===== src/rtl/code_loader_pkg.sv =====
// Shared definitions between the code loader and the instruction store.
package code_loader_pkg;

    typedef enum logic [2:0] {
        ST_IDLE,
        ST_LEN_HI,
        ST_LEN_LO,
        ST_DATA,
        ST_WRITE,
        ST_DONE,
        ST_ERR
    } loader_state_e;

    localparam int WORD_BYTES = 4;
    localparam int IMEM_BYTES = 68;

endpackage


===== src/rtl/code_loader_byte_packer.sv =====
// Big-endian 4-to-1 byte packer; first byte lands in word bits 31:24.
// word_full_o is combinational: high on the shift that completes a word.
module code_loader_byte_packer
    import code_loader_pkg::*;
(
    input  logic        clk_i,
    input  logic        reset_i,
    input  logic        clear_i,
    input  logic        shift_i,
    input  logic [7:0]  byte_i,
    output logic [31:0] word_o,
    output logic        word_full_o
);

    logic [1:0]  idx_q, idx_d;
    logic [31:0] word_q, word_d;

    always_comb begin
        idx_d  = idx_q;
        word_d = word_q;
        if (clear_i) begin
            idx_d = '0;
        end else if (shift_i) begin
            word_d = {word_q[23:0], byte_i};
            idx_d  = idx_q + 2'd1;
        end
    end

    always_ff @(posedge clk_i or posedge reset_i) begin
        if (reset_i) begin
            idx_q  <= '0;
            word_q <= '0;
        end else begin
            idx_q  <= idx_d;
            word_q <= word_d;
        end
    end

    assign word_o      = word_q;
    assign word_full_o = shift_i && (idx_q == 2'(WORD_BYTES - 1));

endmodule


===== src/rtl/code_loader.sv =====
// Loads a length-framed byte stream into the instruction store one word per write,
// holding the CPU until the image is complete. Write strobe 1 cycle after a word's last byte.
module code_loader
    import code_loader_pkg::*;
#(
    parameter int MEM_BYTES = IMEM_BYTES,
    parameter int ADDR_W    = 32
)(
    input  logic              clk_i,
    input  logic              reset_i,
    input  logic              start_i,
    input  logic              byte_valid_i,
    input  logic [7:0]        byte_i,
    output logic              byte_ready_o,
    output logic              wr_en_o,
    output logic [ADDR_W-1:0] wr_addr_o,
    output logic [31:0]       wr_data_o,
    output logic              cpu_hold_o,
    output logic              done_o,
    output logic              error_o,
    output logic [15:0]       words_loaded_o
);

    localparam logic [17:0] MEM_LIMIT = 18'(MEM_BYTES);

    loader_state_e     state_q, state_d;
    logic [15:0]       len_q, len_d;
    logic [15:0]       words_q, words_d;
    logic [ADDR_W-1:0] addr_q, addr_d;
    logic [15:0]       len_full;
    logic [17:0]       len_bytes;
    logic              xfer;
    logic              pk_clear, pk_shift, pk_full;
    logic [31:0]       pk_word;

    // Ready is a pure function of state so it never loops back through valid.
    assign byte_ready_o = (state_q == ST_LEN_HI) || (state_q == ST_LEN_LO) || (state_q == ST_DATA);
    assign xfer         = byte_ready_o && byte_valid_i;
    assign len_full     = {len_q[15:8], byte_i};
    assign len_bytes    = {len_full, 2'b00};
    assign pk_shift     = xfer && (state_q == ST_DATA);

    code_loader_byte_packer u_packer (
        .clk_i       (clk_i),
        .reset_i     (reset_i),
        .clear_i     (pk_clear),
        .shift_i     (pk_shift),
        .byte_i      (byte_i),
        .word_o      (pk_word),
        .word_full_o (pk_full)
    );

    always_comb begin
        state_d  = state_q;
        len_d    = len_q;
        words_d  = words_q;
        addr_d   = addr_q;
        pk_clear = 1'b0;
        case (state_q)
            ST_IDLE, ST_DONE, ST_ERR: begin
                if (start_i) begin
                    state_d  = ST_LEN_HI;
                    words_d  = '0;
                    addr_d   = '0;
                    pk_clear = 1'b1;
                end
            end
            ST_LEN_HI: begin
                if (xfer) begin
                    len_d[15:8] = byte_i;
                    state_d     = ST_LEN_LO;
                end
            end
            ST_LEN_LO: begin
                if (xfer) begin
                    len_d[7:0] = byte_i;
                    if (len_full == 16'd0)
                        state_d = ST_DONE;
                    else if (len_bytes > MEM_LIMIT)
                        state_d = ST_ERR;
                    else
                        state_d = ST_DATA;
                end
            end
            ST_DATA: begin
                if (pk_full)
                    state_d = ST_WRITE;
            end
            ST_WRITE: begin
                addr_d  = addr_q + ADDR_W'(WORD_BYTES);
                words_d = words_q + 16'd1;
                state_d = (words_d == len_q) ? ST_DONE : ST_DATA;
            end
            default: state_d = ST_IDLE;
        endcase
    end

    always_ff @(posedge clk_i or posedge reset_i) begin
        if (reset_i) begin
            state_q <= ST_IDLE;
            len_q   <= '0;
            words_q <= '0;
            addr_q  <= '0;
        end else begin
            state_q <= state_d;
            len_q   <= len_d;
            words_q <= words_d;
            addr_q  <= addr_d;
        end
    end

    assign wr_en_o        = (state_q == ST_WRITE);
    assign wr_addr_o      = addr_q;
    assign wr_data_o      = pk_word;
    assign words_loaded_o = words_q;
    assign done_o         = (state_q == ST_DONE);
    assign error_o        = (state_q == ST_ERR);
    assign cpu_hold_o     = (state_q != ST_DONE);

endmodule


===== config.mk =====
export PLATFORM = sky130hd
export DESIGN_NAME = code_loader
export DESIGN_NICKNAME = d
export VERILOG_FILES = /design/src/rtl/code_loader_pkg.sv /design/src/rtl/code_loader_byte_packer.sv /design/src/rtl/code_loader.sv
export SDC_FILE = /design/constraint.sdc
export NUM_CORES = 1
export LEC_CHECK = 0
export ABC_AREA = 1
export CAP_MARGIN = 20
export CORE_MARGIN = 2
export CORE_UTILIZATION = 55
export DETAILED_ROUTE_END_ITERATION = 10
export GPL_TIMING_DRIVEN = 0
export HOLD_SLACK_MARGIN = 0.06
export PLACE_DENSITY_LB_ADDON = 0.25
export SLEW_MARGIN = 20
export SYNTH_ARGS = -nofsm -noshare
export SYNTH_HDL_FRONTEND = slang
export SYNTH_SLANG_ARGS = --single-unit

===== constraint.sdc =====
create_clock -name clk_i -period 6.2 [get_ports clk_i]
set_clock_uncertainty 0.1 [all_clocks]
set_input_delay 1.24 -clock clk_i [delete_from_list [all_inputs] [get_ports clk_i]]
set_output_delay 1.24 -clock clk_i [all_outputs]
set_load 0.005 [all_outputs]

==> key figures <==
Clock tree
  – CTS Root Cell: clkbuf_8
  – Clock sink total: 99
  – Clock tree buffer depth: 2
  – Hold Buf Count CTS: 0
  – Total CTS buffers: 9
  – Cts repair resizes: 0
  – Post-CTS Setup Bufs: 0
  – H-tree Lvls: 3
  – Clk pin slew, worst setup/hold paths: ~0.11 ns
  – Clock latency on the worst-skew pair: roughly 0.38 ns
  – CTS tree: done

Placed design
  – Pre-CTS setup slack: 2.75 ns
  – Dpl cell area: roughly 0.0064 mm^2
  – Hpwl dp: 10.5 mm
  – GP Congestion: a little over 0.9
  – Port-buffer cells: 94

Floorplanning
  – Core area: 0.00924 mm^2
  – Row cnt: 35
  – Effective utilization at floorplan: 0.568
  – Die W: 102 um
  – Die footprint: ~0.010 mm^2
  – Die extent in y: ~100 um
  – Ports: just under 100

Logic synthesis
  – Synth Area per Inst: roughly 7.7 um^2
  – Commonest cells in the netlist: nand2_1, dfrtp_1, inv_1, o21ai_0, nand3_1
  – Mapped Cells: ~680
  – Share of the synthesized area in the top cell type: 0.472
  – EDFF count, synth: 0
  – Post-synth top flop: dfrtp_1
  – Most frequent cell after synthesis: nand2_1
  – Post-synthesis instance area: roughly 0.0053 mm^2
  – Post-synth top area cell: dfrtp_1
  – Yosys cell types: 40
  – Ys Warns: 0
  – Asr flop ratio synth: 1.00
  – Register bit total from synthesis: just under 100
  – Largest cells by area after synthesis: dfrtp_1, nand2_1, inv_1
  – Seq/Total Area, Yosys: 0.472

Worst setup path
  – Crit-path leading delay family: buffers and inverters
  – Crit-path max cell delay: about 0.6 ns
  – Worst path slowest cell: clkdlybuf4s50_1
  – Crit end category: output port
  – Critical path required time: slightly below 5 ns
  – CP Depth: 6
  – Crit path DAT: about 2.6 ns
  – CP Max Fanout: 10
  – Reg2Reg Depth: 14
  – WS Path Type: reg2out
  – Worst path bufs/invs: 4
  – Worst setup SP type: flop
  – Crit-path cells: nor2_1 -> nand2_1 -> buf_2 -> inv_1 -> buf_1 -> clkdlybuf4s50_1

Hold path
  – Hold/Removal Path Class: reg2reg
  – Hold Path Cell Cnt: 2

STA
  – Final worst setup slack: approximately 2.2 ns
  – Final Hold Vio Count: 0
  – Slew @ Worst Pin: about 0.58 ns
  – Min Tclk post-route: approximately 4 ns
  – Final period utilization: 0.638
  – # setup viols final: 0
  – RSZ-0062 raised after global routing: no
  – Final Max Tran Viols: 0
  – Setup_tns: 0 ns
  – Max-slew headroom: 0.616
  – Max frequency: between 200 and 300 MHz

Layout
  – P&R area growth vs syn: 25.5%
  – Fin nets: around 800
  – Antenna cells: 0
  – Share of post-route cells with drive strength above 1: 0.0733
  – Final Cell Area: 0.00659 mm^2

Power
  – Peak supply drop: between 0.2 and 0.25 mV
  – Power Density: about 340 mW/mm^2
  – Pwr Total: 2.22 mW
  – Leak Pwr: slightly above 3 nW

Global routing
  – Gr usage total: 0.276
  – Initial antenna violation count: 0
  – Global-route wire length before repair: between 20 and 25 mm
  – Vias in the first global route: ~4700
  – Largest net degree at the start of global routing: 57
  – Remaining Overflow, GRT: 0

Drt
  – First DRT Iteration DRCs: between 200 and 300
  – First-pass DRT Iterations: 5
  – Avg WL per Cell: ~15 um
  – DR vias/cell: between 5 and 6
  – Overall via count from detail_route: approximately 5000
  – WL final: roughly 14 mm
  – Remaining antenna violation count after routing: 0
  – Top routing layer in use: met4
  – Met3 WL post-DR: 1.09 mm
  – Residual DRC: 0
  – Met2 Wirelength: roughly 6.6 mm
  – DRT met1 WL: about 5.9 mm

Run status
  – Status: completed

Flow run
  – Max_cap viols: 0
==> layer usage <==
| metal | track usage | up-vias |
|---|---|---|
| met5 | 0 | - |
| met4 | 0.0925 | 0 |
| met3 | 0.0635 | 22 |
| met2 | 0.448 | 193 |
| met1 | 0.368 | 2368 |
| li1 | - | 2422 |
==> state kept, by name (all words and copies together) (netlist names) <==
name             cells
u_packer.word_o     32
wr_addr_o           30
len_q               16
words_loaded_o      16
state_q              3
u_packer.idx_q       2
==> per-stage QoR <==
step                std cells  hold WS, ns  utilization
global placement          903        0.366        0.688
CTS                       920        0.394        0.713
finish                    920        0.394        0.713
detailed placement        904        0.365        0.692
global route              920        0.412        0.713
floorplan                 680        0.366            -
==> cell families (layout without fill, tap and decap cells) <==
| logic type | after synthesis | in the layout | share of synthesized area |
|---|---|---|---|
| simple gates | 365 | 365 | 0.321 |
| buf+inv | 102 | 213 | 0.0760 |
| fa+ha+maj | 3 | 3 | 0.00715 |
| flops | 99 | 99 | 0.472 |
| compound gates | 96 | 96 | 0.0984 |
| other cells | 1 | 2 | 0.000714 |
| mux | 4 | 4 | 0.00762 |
| xor+xnor | 9 | 9 | 0.0176 |
==> worst paths after layout <==
path                       slack, ns           startpoint             endpoint
hold / removal                  0.39  u_packer.word_o[25]  u_packer.word_o[25]
hold reg to reg                 0.39  u_packer.word_o[25]  u_packer.word_o[25]
max in group asynchronous       4.25              reset_i             len_q[2]
setup reg to reg                3.93    words_loaded_o[0]           state_q[1]
setup / recovery                2.25           state_q[1]              wr_en_o
min in group asynchronous       1.13              reset_i  u_packer.word_o[27]
==> where the power goes <==
group	internal [mW]	total, mW	switching (mW)
combinational	0.378	0.811	0.433
sequential	0.811	0.975	0.164
clock	0.171	0.430	0.260
total	1.36	2.22	0.856
==> worst register-to-register path, stage by stage, from the launching register on <==
cell and delay [ns]:
dfrtp_1 0.51, ha_1 0.25, nand3_1 0.16, nor2_1 0.24, nand4_1 0.16, nand2_1 0.13
nand2_1 0.05, nand2_1 0.06, nand2_1 0.09, nor2_2 0.13, nand3_1 0.09, nand2_1 0.06
nand2_1 0.05, nand2_1 0.05, nand2_1 0.05
==> layout make-up <==
cell class                      instances  area, um^2
Inverter                               82         313
Multi-Input combinational cell        479        2380
Buffer                                 20        91.3
Clock inverter                          6        62.6
Fill cell                             741        2650
Clock buffer                           10         138
Sequential cell                        99        2480
Timing Repair Buffer                   95         968
Tap cell                              129         161
==> cells in the final DEF (no fill, tap or decap), types with 2 or more instances in the layout <==
cell / instances
nand2_1: 203
o22ai_1: 12
o21ai_1: 8
ha_1: 3
clkdlybuf4s50_1: 94
or2_2: 4
nor3_1: 12
conb_1: 2
dfrtp_1: 99
nor4_1: 5
clkbuf_1: 9
nand4_1: 17
inv_2: 4
clkbuf_8: 10
nor2_4: 6
buf_2: 7
buf_4: 2
nor2_2: 5
nand2_2: 5
buf_1: 2
xor2_1: 7
nor3_4: 2
a21oi_1: 15
mux2i_1: 4
a22oi_1: 4
nor2_1: 45
inv_6: 2
inv_1: 77
nor3b_1: 2
o21ai_0: 53
nand3b_1: 5
nand3_1: 49
inv_8: 4
Note: power is estimated with default switching activity, not from simulation.
